**config.mk**
```make
export PLATFORM = sky130hd
export DESIGN_NAME = rv32i_fetch
export DESIGN_NICKNAME = d
export VERILOG_FILES = /design/src/rtl/rv32i_pkg.sv /design/src/rtl/rv32i_fetch_fifo.sv /design/src/rtl/rv32i_fetch.sv
export SDC_FILE = /design/constraint.sdc
export NUM_CORES = 1
export LEC_CHECK = 0
export ABC_CLOCK_PERIOD_IN_PS = 24500
export BUFFER_PORTS_ARGS = -buffer_cell sky130_fd_sc_hd__buf_4
export CAP_MARGIN = 10
export CORE_ASPECT_RATIO = 0.8
export CORE_UTILIZATION = 35
export CTS_CLUSTER_SIZE = 8
export DETAILED_ROUTE_END_ITERATION = 8
export GPL_TIMING_DRIVEN = 0
export MAX_ROUTING_LAYER = met4
export PLACE_DENSITY = 0.61
export SLEW_MARGIN = 20
export SYNTH_ARGS = -nofsm -noshare
export SYNTH_HDL_FRONTEND = slang
export SYNTH_SLANG_ARGS = --single-unit
```
**constraint.sdc**
```tcl
create_clock -name clk -period 24.5 [get_ports clk]
set_input_delay 2.45 -clock clk [delete_from_list [all_inputs] [get_ports clk]]
set_output_delay 2.45 -clock clk [all_outputs]
set_load 0.03 [all_outputs]
```
**src/rtl/rv32i_pkg.sv**
```systemverilog
// Shared types and constants for the RV32I front end.
// fetch_entry_t is the payload carried by both fetch FIFOs.
package rv32i_pkg;

    localparam int XLEN = 32;
    localparam logic [XLEN-1:0] NOP_INSTR        = 32'h0000_0013;
    localparam logic [XLEN-1:0] DEFAULT_RESET_PC = 32'h0000_0000;

    typedef struct packed {
        logic [XLEN-1:0] instr;
        logic [XLEN-1:0] pc;
    } fetch_entry_t;

    function automatic logic is_aligned(input logic [XLEN-1:0] addr);
        return addr[1:0] == 2'b00;
    endfunction

endpackage

```
**src/rtl/rv32i_fetch_fifo.sv**
```systemverilog
// Small in-order FIFO of fetch entries with flush and occupancy count.
// The head entry is visible combinationally so the consumer sees it the cycle it lands.
module fetch_fifo
    import rv32i_pkg::*;
#(
    parameter int DEPTH = 2,
    localparam int CW = $clog2(DEPTH + 1),
    localparam int PW = (DEPTH > 1) ? $clog2(DEPTH) : 1
) (
    input  logic          clk,
    input  logic          rst_n,
    input  logic          flush,
    input  logic          push,
    input  fetch_entry_t  push_data,
    input  logic          pop,
    output fetch_entry_t  pop_data,
    output logic [CW-1:0] count
);

    fetch_entry_t  mem [DEPTH];
    logic [PW-1:0] wr_ptr_reg;
    logic [PW-1:0] rd_ptr_reg;
    logic [CW-1:0] count_reg;
    logic          do_push;
    logic          do_pop;

    function automatic logic [PW-1:0] ptr_inc(input logic [PW-1:0] p);
        return (p == PW'(DEPTH - 1)) ? '0 : p + PW'(1);
    endfunction

    // A push into a full FIFO is still accepted when the head leaves in the same cycle.
    assign do_pop  = pop && (count_reg != '0);
    assign do_push = push && ((count_reg != CW'(DEPTH)) || do_pop);

    always_ff @(posedge clk or negedge rst_n) begin
        if (!rst_n) begin
            wr_ptr_reg <= '0;
            rd_ptr_reg <= '0;
            count_reg  <= '0;
        end else if (flush) begin
            wr_ptr_reg <= '0;
            rd_ptr_reg <= '0;
            count_reg  <= '0;
        end else begin
            if (do_push) begin
                wr_ptr_reg <= ptr_inc(wr_ptr_reg);
            end
            if (do_pop) begin
                rd_ptr_reg <= ptr_inc(rd_ptr_reg);
            end
            if (do_push && !do_pop) begin
                count_reg <= count_reg + CW'(1);
            end else if (do_pop && !do_push) begin
                count_reg <= count_reg - CW'(1);
            end
        end
    end

    always_ff @(posedge clk) begin
        if (do_push && !flush) begin
            mem[wr_ptr_reg] <= push_data;
        end
    end

    assign pop_data = mem[rd_ptr_reg];
    assign count    = count_reg;

endmodule

```
**src/rtl/rv32i_fetch.sv**
```systemverilog
// RV32I instruction fetch: PC, credit-limited imem requests, wrong-path discard
// after redirects, and an instruction queue feeding the decoder.
module rv32i_fetch
    import rv32i_pkg::*;
#(
    parameter logic [XLEN-1:0] RESET_PC        = DEFAULT_RESET_PC,
    parameter int              MAX_OUTSTANDING = 2,
    parameter int              BUF_DEPTH       = 2
) (
    input  logic            clk,
    input  logic            rst_n,
    output logic            imem_req_valid,
    input  logic            imem_req_ready,
    output logic [XLEN-1:0] imem_req_addr,
    input  logic            imem_rsp_valid,
    input  logic [XLEN-1:0] imem_rsp_data,
    input  logic            redirect_valid,
    input  logic [XLEN-1:0] redirect_pc,
    output logic            instr_valid,
    input  logic            instr_ready,
    output logic [XLEN-1:0] instr,
    output logic [XLEN-1:0] instr_pc,
    output logic            misaligned_err
);

    localparam int OCW = $clog2(MAX_OUTSTANDING + 1);
    localparam int QCW = $clog2(BUF_DEPTH + 1);

    logic [XLEN-1:0] pc_reg;
    logic            active_reg;
    logic            misaligned_err_reg;
    logic [OCW-1:0]  discard_reg;
    logic [OCW-1:0]  outstanding;
    logic [QCW-1:0]  q_count;
    fetch_entry_t    pcq_push;
    fetch_entry_t    pcq_head;
    fetch_entry_t    iq_push;
    fetch_entry_t    iq_head;
    logic            req_fire;
    logic            rsp_keep;
    logic            pop_fire;
    logic            unused_pcq_instr;

    // Outstanding counts every request still owed a response, including ones
    // already marked for discard, so credits return only as discards drain.
    assign imem_req_valid = active_reg && !misaligned_err_reg && !redirect_valid
                         && (int'(outstanding) < MAX_OUTSTANDING)
                         && (int'(outstanding) + int'(q_count) < BUF_DEPTH);
    assign imem_req_addr  = pc_reg;

    assign req_fire = imem_req_valid && imem_req_ready;
    assign rsp_keep = imem_rsp_valid && (discard_reg == '0) && !redirect_valid;
    assign pop_fire = instr_valid && instr_ready && !redirect_valid;

    always_ff @(posedge clk or negedge rst_n) begin
        if (!rst_n) begin
            pc_reg             <= RESET_PC;
            active_reg         <= 1'b0;
            misaligned_err_reg <= 1'b0;
            discard_reg        <= '0;
        end else begin
            active_reg <= 1'b1;
            if (redirect_valid) begin
                if (is_aligned(redirect_pc)) begin
                    pc_reg             <= redirect_pc;
                    misaligned_err_reg <= 1'b0;
                end else begin
                    misaligned_err_reg <= 1'b1;
                end
                // A response landing in the redirect cycle is dropped here rather than counted.
                discard_reg <= outstanding - OCW'(imem_rsp_valid);
            end else begin
                if (req_fire) begin
                    pc_reg <= pc_reg + 32'd4;
                end
                if (imem_rsp_valid && (discard_reg != '0)) begin
                    discard_reg <= discard_reg - OCW'(1);
                end
            end
        end
    end

    // Request-PC FIFO: its occupancy is the outstanding-request count.
    assign pcq_push = '{instr: '0, pc: pc_reg};

    fetch_fifo #(
        .DEPTH(MAX_OUTSTANDING)
    ) u_pc_fifo (
        .clk      (clk),
        .rst_n    (rst_n),
        .flush    (1'b0),
        .push     (req_fire),
        .push_data(pcq_push),
        .pop      (imem_rsp_valid),
        .pop_data (pcq_head),
        .count    (outstanding)
    );

    assign unused_pcq_instr = ^pcq_head.instr;

    assign iq_push = '{instr: imem_rsp_data, pc: pcq_head.pc};

    fetch_fifo #(
        .DEPTH(BUF_DEPTH)
    ) u_instr_fifo (
        .clk      (clk),
        .rst_n    (rst_n),
        .flush    (redirect_valid),
        .push     (rsp_keep),
        .push_data(iq_push),
        .pop      (pop_fire),
        .pop_data (iq_head),
        .count    (q_count)
    );

    assign instr_valid    = (q_count != '0);
    assign instr          = instr_valid ? iq_head.instr : NOP_INSTR;
    assign instr_pc       = instr_valid ? iq_head.pc : '0;
    assign misaligned_err = misaligned_err_reg;

endmodule

```
Word-level counts from Yosys, hierarchy flattened
Memory sizes are Yosys's and may differ from the RTL's.
Cells that the tools add are included.
{"block": "totals", "register_bits": 44, "ram_bits": 192, "in_bits": 70, "out_inout_bits": 99, "word_cells": 93, "n_memories": 2}
{"memory": "u_instr_fifo.mem", "words": 2, "word_bits": 64, "read_ports": 1, "rd_ports_with_merged_regs": 0, "write_ports": 1, "line_no": "rv32i_fetch_fifo.sv:20", "rtl": "fetch_entry_t mem [DEPTH];"}
{"memory": "u_pc_fifo.mem", "words": 2, "word_bits": 32, "read_ports": 1, "rd_ports_with_merged_regs": 0, "write_ports": 1, "line_no": "rv32i_fetch_fifo.sv:20"}
{"block": "op_classes", "addsub": 12, "n_lt_le_gt_ge": 2, "n_eq_ne": 3, "mux": 25, "n_reduce_logical": 39}
{"operator": "two-way mux 32 bit", "count": 5}
{"operator": "adder 32 x 3 -> 32 bit, second input constant", "count": 1}
{"operator": "logical AND 1 bit", "count": 19}
{"operator": "nonzero test 2 bit", "count": 8}
{"operator": "two-way mux 2 bit", "count": 7}
{"operator": "two-way mux 1 bit", "count": 13}
{"operator": "logical NOT 1 bit", "count": 6}
{"operator": "subtractor 2 x 1 -> 2 bit, second input constant", "count": 3}
{"operator": "adder 1 bit, second input constant", "count": 4}
{"operator": "adder 2 x 1 -> 2 bit, second input constant", "count": 2}
{"operator": "logical NOT 2 bit", "count": 2}
{"operator": "inequality test 2 bit, second input constant", "count": 2}
{"operator": "adder 2 x 2 -> 3 bit", "count": 1}
{"operator": "< comparator 3 x 2 -> 1 bit, second input constant", "count": 1}
{"operator": "nonzero test 3 bit", "count": 1}
{"operator": "logical OR 1 bit", "count": 2}
{"operator": "< comparator 2 bit, second input constant", "count": 1}
{"operator": "inequality test 2 x 1 -> 1 bit, second input constant", "count": 1}
{"operator": "AND reduction 2 bit", "count": 1}
{"operator": "subtractor 2 x 1 -> 2 bit", "count": 1}

Longest topological paths before layout
Gate-level depths: netlist (run 1).
{"block": "logic_depth", "ltp_word": 11, "ltp_mapped": 10, "depth_no_buf": 8}

Modules after synthesis
A second synthesis (run 1) with hierarchy kept.
{"block": "unflattened", "cells_unflattened": 784, "hier_area_um2": 12384.4}
{"module": "fetch_fifo", "instances": 2, "cells_per_inst": 223, "area_each_um2": 4830.9, "seq_area_each_um2": 3943.8}
{"module": "rv32i_fetch", "instances": 1, "cells_per_inst": 338, "area_each_um2": 2722.6, "seq_area_each_um2": 900.9}

Least setup slack after synthesis (run 1)
OpenSTA, ideal clock, no wires.
{"block": "synth_path", "path_kind": "input to register", "startpoint": "in redirect_valid", "endpoint": "mem u_instr_fifo.mem[1][0] (netlist bit) (enable)", "setup_time_ns": 0.666, "arrival_ns": 9.342, "required_ns": 23.834, "path_slack_ns": 14.492, "stages": 2, "n_path_buf": 1, "path_cell_list": "clkbuf_1 > nor4b_1"}
{"block": "synth_via", "elab_chain_cells": 8, "word_cells_on_any_way": 9, "cone_classes": "mux (2); reduce/logical (7)"}
{"element": "from (decl)", "line_no": "rv32i_fetch.sv:17", "rtl": "input logic redirect_valid,"}
{"element": "logical NOT 1 bit (*)", "line_no": "rv32i_fetch_fifo.sv:60, rv32i_fetch.sv:52, rv32i_fetch.sv:53"}
{"element": "logical AND 1 bit", "line_no": "rv32i_fetch.sv:53", "rtl": "assign pop_fire = instr_valid && instr_ready && !redirect_valid;"}
{"element": "logical AND 1 bit", "line_no": "rv32i_fetch_fifo.sv:32", "rtl": "assign do_pop = pop && (count_reg != '0);"}
{"element": "logical OR 1 bit", "line_no": "rv32i_fetch_fifo.sv:33", "rtl": "assign do_push = push && ((count_reg != CW'(DEPTH)) || do_pop);"}
{"element": "logical AND 1 bit", "line_no": "rv32i_fetch_fifo.sv:33"}
{"element": "logical AND 1 bit (*)", "line_no": "rv32i_fetch_fifo.sv:60", "rtl": "if (do_push && !flush) begin"}
{"element": "two-way mux 1 bit (*)", "line_no": "rv32i_fetch_fifo.sv:60"}
{"element": "two-way mux 1 bit (not written as such) (*)", "line_no": "rv32i_fetch_fifo.sv:61", "rtl": "mem[wr_ptr_reg] <= push_data;"}
{"element": "to (decl)", "line_no": "rv32i_fetch_fifo.sv:20"}
Every way passes the cells marked *; elsewhere a longest branch is shown, timed or not.

Worst setup path after layout (run 1)
{"block": "layout_path", "startpoint": "in redirect_valid", "endpoint": "out imem_req_valid"}
{"block": "layout_via", "elab_chain_cells": 4}
{"element": "logical NOT 1 bit", "line_no": "rv32i_fetch.sv:46", "rtl": "assign imem_req_valid = active_reg && !misaligned_err_reg && !redirect_valid"}
{"element": "logical AND 1 bit", "line_no": "rv32i_fetch.sv:46"}
{"element": "logical AND 1 bit", "line_no": "rv32i_fetch.sv:47", "rtl": "&& (int'(outstanding) < MAX_OUTSTANDING)"}
{"element": "logical AND 1 bit", "line_no": "rv32i_fetch.sv:48", "rtl": "&& (int'(outstanding) + int'(q_count) < BUF_DEPTH);"}
{"element": "to (decl)", "line_no": "rv32i_fetch.sv:12", "rtl": "output logic imem_req_valid,"}
No other way between the ends.

==> out/qor.txt, run 1 <==
Count of different cell masters after synthesis: 50
Largest net degree at the start of global routing: 45
Netlist Area Pre-Place: 0.00978 mm²
Switching part of the total power: 0.286
Worst EP arrival: 3270 ps
Worst-path maximum fanout: 5
Count leader, synth: edfxtp_1
TritonCTS Buffers: 35
FFs w/ async S/R, synth: 0.186
Register bit count reported by yosys: 236
R2R depth: 8
Routed vias: 6325
Hpwl dp: 16.7 mm
Design Area, Final: 0.0127 mm²
Post-CTS Repair Setup Buffers: 0
Kind of critical path: in2out
Row cnt: 54
Initial antenna violation count: 0
Fin Clk Skew: 10.9 ps
Chip width: 189 µm
Final core utilization: 0.464
First-pass GRT wire length: 36.0 mm
Warnings from Yosys: 0
Post-synth top cells: edfxtp_1, nor2_1, mux2i_1
Largest Register: u_instr_fifo.mem
Final Cycle Share: 0.233
CTS Sinks: 236
Layout cells sized above 1: 0.304
Relative slew slack: 0.362
Share of total power in combinational logic: 0.209
Number of flip-flops in the largest register: 128
Nets: 980
Number of max-slew violations in the final report: 0
Worst-margin pin slew: 953 ps
Clk Tree Root Cell: clkbuf_16
Worst r2r src: u_instr_fifo.count[0]$_DFFE_PN0P_
Clk Latency, worst-skew pair: 490 ps
Worst setup path endpoint: imem_req_valid
DRC viols: 0
Clock power frac: 0.365
DR iter-0 viols: 393
Maxcap violations: 0
Vias in the first global route: 5974
Most used flip-flop cell after synthesis: edfxtp_1
Switching pwr: 335 µW
Syn Nets: 749
Seq/Total Area, Yosys: 0.702
Register share of total power: 0.426
Gate count of the mapped netlist: 674
H-tree depth: 2
Congestion Overflow GR: 0
Initial Util: 0.357
Worst hold path class: reg2reg
Routed WL: 23.9 mm
CTS tree: done
Worst Setup End Kind: output pin
Largest buffer count on any clock path: 3
Top cell type's share of synthesized area: 0.590
Critical path launch point type: primary input
Post-synth EDFFs: 192
Final hold vios: 0
Status: complete, no violations
RD Place Congestion: 0.803
Post-CTS Resized: 0
Clock transition at path regs: 50 ps
N_diodes: 0
Syn_area_per_cell: 14.5 µm²
Minimum clock period: 5720 ps
R2R Setup Slk: 21250 ps
Filler cells: 2472
Peak VDD IR: 0.0000348 V
Routed len/inst: 18.5 µm
Ports: 169
Cell taking the most area after synthesis: edfxtp_1
Int Power: 837 µW
Hold_buf cts: 0
Total GRT Usage: 0.173
Area post-placement: 0.0117 mm²
Total die area: 0.0286 mm²
Critical path required time: 22050 ps
IO Port Bufs: 168
Area Overhead vs Synth: 29.9%
Max Clk Rate: 0.175 GHz
Die height: 152 µm
Synth top area cells: edfxtp_1, dfrtp_1, mux2i_1
Post-route ant nets: 0
Pre-Repair DR Iteration Count: 5
Fin Setup TNS: 0 ps
Finish-stage setup viols: 0
Vias/cell: 4.89
Core Area: 0.0274 mm²
P_leak: 4.80 nW
RSZ-0062 raised after global routing: false
Reg-to-Reg End: u_pc_fifo.mem[0][12]$_DFFE_PP_
CP Launch Point: redirect_valid
PD cells: 92.2 mW/mm²
## cell type report
type                            instances  area (µm²)  share of cell area
Clock inverter                          2        13.8             0.00108
Timing Repair Buffer                  194        1460               0.115
Buffer                                 39         156              0.0123
Clock buffer                           60         970              0.0763
Multi-Input combinational cell        392        2750               0.217
Tap cell                              364         455              0.0359
Inverter                                7        26.3             0.00207
Sequential cell                       236        6870               0.541
## metrics by stage
step	worst slack, ps	hold WS [ps]	cells	power (mW)
floorplan	14490	455	674	0.660
global placement	9060	469	1206	0.751
detailed placement	18820	515	1232	0.755
CTS	18810	527	1294	1.19
global route	18740	540	1294	1.22
finish	18780	516	1294	1.17
## power by group through the flow
stage               Sequential [mW]  Clock [mW]  Combinational, mW
floorplan                     0.514           0              0.146
global placement              0.511           0              0.241
detailed placement            0.506           0              0.248
CTS                           0.499       0.440              0.249
global route                  0.502       0.454              0.267
finish                        0.499       0.428              0.245
## worst min path at each step
stage                                     startpoint                                to  slack, ps  cells past startpoint
floorplan           u_pc_fifo.wr_ptr_reg$_DFFE_PN0N_  u_pc_fifo.wr_ptr_reg$_DFFE_PN0N_        460                      1
global placement    u_pc_fifo.wr_ptr_reg$_DFFE_PN0N_  u_pc_fifo.wr_ptr_reg$_DFFE_PN0N_        470                      1
detailed placement      imem_req_addr[1]$_DFFE_PN0P_     u_pc_fifo.mem[0][1]$_DFFE_PP_        510                      0
CTS                     imem_req_addr[1]$_DFFE_PN0P_     u_pc_fifo.mem[1][1]$_DFFE_PP_        530                      0
global route            imem_req_addr[0]$_DFFE_PN0P_     u_pc_fifo.mem[0][0]$_DFFE_PP_        540                      0
finish                  imem_req_addr[1]$_DFFE_PN0P_     u_pc_fifo.mem[1][1]$_DFFE_PP_        520                      0
## cell families (layout without fill, tap and decap cells)
kind of cell,after synthesis,in the layout,synth area share
flip-flops,236,236,0.702
other,1,1,0.000383
AO/OA/AOI/OAI,86,86,0.0551
buffers and inverters,46,302,0.0187
XOR/XNOR,8,8,0.00716
multiplexers,108,108,0.115
AND/OR/NAND/NOR,184,184,0.0945
adder cells (fa/ha/maj),5,5,0.00717
## worst max-delay path, cell delays in order
cell	delay, ps
buf_4	130
nor2_1	280
and2_1	230
buf_4	180
## metal layers
metal / wire [µm] / track usage / part of all wire / vias to the layer above
met1: 11200 / 0.242 / 0.47 / 3039
met2: 10600 / 0.256 / 0.44 / 222
met5: 0 / - / 0 / -
li1: - / - / - / 3022
met3: 1580 / 0.0327 / 0.066 / 42
met4: 479 / 0.0508 / 0.020 / 0
## cell usage in the layout, fill, tap and decap left out, types with 2 or more instances in the layout
cell,count
a31oi_1,4
clkbuf_16,35
xnor2_1,4
nand2b_1,4
nor2_1,80
or3_1,3
and4_1,2
buf_1,5
mux2i_1,75
and3_1,14
a31o_2,2
nor2b_1,2
xor2_1,4
buf_16,2
nand3_1,11
dfrtp_1,44
inv_1,7
o22ai_1,14
o21ai_0,16
nor4_1,5
buf_4,179
clkbuf_1,51
and2_1,3
nand4_1,12
edfxtp_1,192
a211oi_1,3
or4_1,2
mux2_2,33
nand2_1,29
a22oi_1,9
a221o_1,4
ha_1,4
nor3_1,5
a21oi_1,27
buf_2,18
clkbuf_2,3
(Power assumes the default switching activity.)
==> run 2: changes to the inputs <==
--- a/config.mk
+++ b/config.mk
@@ -5,7 +5,7 @@
 export SDC_FILE = /design/constraint.sdc
 export NUM_CORES = 1
 export LEC_CHECK = 0
-export ABC_CLOCK_PERIOD_IN_PS = 24500
+export ABC_CLOCK_PERIOD_IN_PS = 5900
 export BUFFER_PORTS_ARGS = -buffer_cell sky130_fd_sc_hd__buf_4
 export CAP_MARGIN = 10
 export CORE_ASPECT_RATIO = 0.8
==> constraint.sdc (replaced) <==
create_clock -name clk -period 5.9 [get_ports clk]
set_input_delay 0.59 -clock clk [delete_from_list [all_inputs] [get_ports clk]]
set_output_delay 0.59 -clock clk [all_outputs]
set_load 0.03 [all_outputs]
==> out/qor.txt, run 2 (synthesized netlist as in run 1, its figures left out) <==
Status: complete, no violations
Max stage delay cell, worst path: nor2b_4
IO Port Bufs: 168 (unchanged)
CP most frequent cell: clkbuf_1
First-pass GRT wire length: 36.7 mm (+2.0%)
DR iter-0 viols: 451 (+15%)
Largest net degree at the start of global routing: 45 (unchanged)
Routed vias: 6377 (+0.82%)
Reg-to-Reg End: u_pc_fifo.mem[0][29]$_DFFE_PP_
Worst Setup End Kind: register
Busiest grt layer: met2
Number of max-slew violations in the final report: 0 (unchanged)
Hold_buf cts: 0 (unchanged)
Post-CTS Repair Setup Buffers: 0 (unchanged)
Clk Latency, worst-skew pair: 500 ps (about the same)
Max Clk Rate: 0.306 GHz
Fin Clk Skew: 17.7 ps (+6.77 ps)
Worst hold path class: in2async
CTS Sinks: 236 (unchanged)
Worst-path maximum fanout: 18 (+13)
Worst r2r src: u_instr_fifo.count[0]$_DFFE_PN0P_
Worst-margin pin slew: 916 ps (-37.3 ps)
Routed WL: 24.0 mm (+0.66%)
Initial Util: 0.357 (unchanged)
Largest buffer count on any clock path: 3 (unchanged)
Peak VDD IR: 0.000169 V (+390%)
Pre-Repair DR Iteration Count: 5 (unchanged)
Met3 usage in global routing: 0.0352 (+0.00253)
Worst path max stage delay: 570 ps (+290 ps)
Critical path required time: 6090 ps (-15960 ps)
Dpl ws: 2670 ps (-16150 ps)
Area Overhead vs Synth: 30.0%
Worst setup slack after layout: 2640 ps (-16140 ps)
Most common cell after layout, fill and taps aside: edfxtp_1
Largest Register: u_instr_fifo.mem
Worst EP arrival: 3460 ps (+190 ps)
Vias in the first global route: 6177 (+3.4%)
Minimum clock period: 3260 ps
R2R depth: 8 (unchanged)
PD cells: 385 mW/mm² (+320%)
WHS: 114 ps (-402 ps)
Clk Tree Root Cell: clkbuf_16
Total die area: 0.0286 mm² (unchanged)
N_diodes: 0 (unchanged)
Finish-stage setup viols: 0 (unchanged)
Total GRT Usage: 0.176 (+0.00321)
GR met1 Demand/Resource: 0.241 (-0.00127)
Chip width: 189 µm (unchanged)
Die height: 152 µm (unchanged)
Hpwl dp: 16.7 mm (+0.40%)
Post-route ant nets: 0 (unchanged)
Routed len/inst: 18.8 µm (+1.6%)
Critical path launch point type: register
Ports: 169 (unchanged)
Maxcap violations: 0 (unchanged)
Final Cycle Share: 0.553
Total power draw: 4.90 mW (+320%)
CTS tree: done
Worst-path cell chain: clkbuf_1 -> and2_1 -> fa_1 -> nor4b_4 -> and3_1 -> clkbuf_1 -> nor2b_4 -> buf_16
H-tree depth: 2 (unchanged)
Nets: 970 (-1.0%)
Number of flip-flops in the largest register: 128 (unchanged)
Post-CTS Resized: 0 (unchanged)
Core Area: 0.0274 mm² (unchanged)
P_leak: 4.75 nW (-0.89%)
R2R Setup Slk: 2640 ps (-18610 ps)
Congestion Overflow GR: 0 (unchanged)
RD Place Congestion: 0.802 (-0.15%)
M2 GR Usage: 0.262 (+0.00588)
DRC viols: 0 (unchanged)
RSZ-0062 raised after global routing: false
Layout cells sized above 1: 0.297 (-0.00692)
Most frequent cells in the layout: edfxtp_1, buf_4, nor2_1
Initial antenna violation count: 0 (unchanged)
Final hold vios: 0 (unchanged)
TritonCTS Buffers: 35 (unchanged)
Vias/cell: 4.97 (+1.8%)
Clock transition at path regs: 50 ps (about the same)
Relative slew slack: 0.389 (+0.0272)
Kind of critical path: reg2reg
Row cnt: 54 (unchanged)
-- run 2: changes by cell type in the layout (fill, tap and decap cells not counted) --
cell and change:
buf_2 -13, buf_6 +7, buf_4 -4, clkbuf_1 -2
clkbuf_16 +1, clkinv_2 -1, nor4_2 -1, nor4_4 +1
nor4b_2 -1, nor4b_4 +1
-- run 2: metrics by stage --
step	cells	TNS (ps)	utilization	area (µm²)
floorplan	674	0	-	9790
finish	1282	0	0.465	12700
global placement	1206	-270230	0.421	11500
CTS	1282	0	0.465	12700
global route	1282	0	0.465	12700
detailed placement	1222	0	0.428	11700
-- run 2: final cells by class --
type / instances / area (µm²)
sequential: 236 / 6870
timing repair buffer: 184 / 1450
clock inverter: 1 / 8.76
inverter: 7 / 26.3
buffer: 39 / 156
clock buffer: 59 / 987
multi-input combinational: 392 / 2770
fill: 2447 / 14600
tap: 364 / 455
-- run 2: power by group --
part	switching [mW]	internal [mW]	leakage, nW
Combinational	0.617	0.403	2.01
Sequential	0.101	1.97	2.27
Clock	0.681	1.13	0.475
Total	1.40	3.50	4.75
-- run 2: worst max path at each step --
stage / from / to / slack, ps / cells past startpoint
after floorplan: redirect_valid / u_instr_fifo.mem[0][0]$_DFFE_PP_ / 970 / 2
after global placement: redirect_valid / u_instr_fifo.mem[0][55]$_DFFE_PP_ / -2130 / 3
after detailed placement: u_instr_fifo.count[0]$_DFFE_PN0P_ / u_pc_fifo.mem[0][1]$_DFFE_PP_ / 2670 / 8
after CTS: u_instr_fifo.count[0]$_DFFE_PN0P_ / instr_pc[28] / 2550 / 5
after global routing: u_instr_fifo.count[0]$_DFFE_PN0P_ / instr_pc[5] / 2460 / 5
final: u_instr_fifo.count[0]$_DFFE_PN0P_ / u_pc_fifo.mem[0][29]$_DFFE_PP_ / 2640 / 8
-- run 2: layer usage --
layer  wire length (µm)  vias up
met5                  0        -
met4                673        0
met3               1860       47
met2              10700      268
met1              10800     3071
li1                   -     2991
-- run 2: worst max-delay path: cells and delay by family, from the launching register on --
family | cells | cell delay, ps
AND/OR/NAND/NOR | 4 | 1390
adder cells (fa/ha/maj) | 1 | 450
flip-flops | 1 | 330
buffers and inverters | 3 | 790
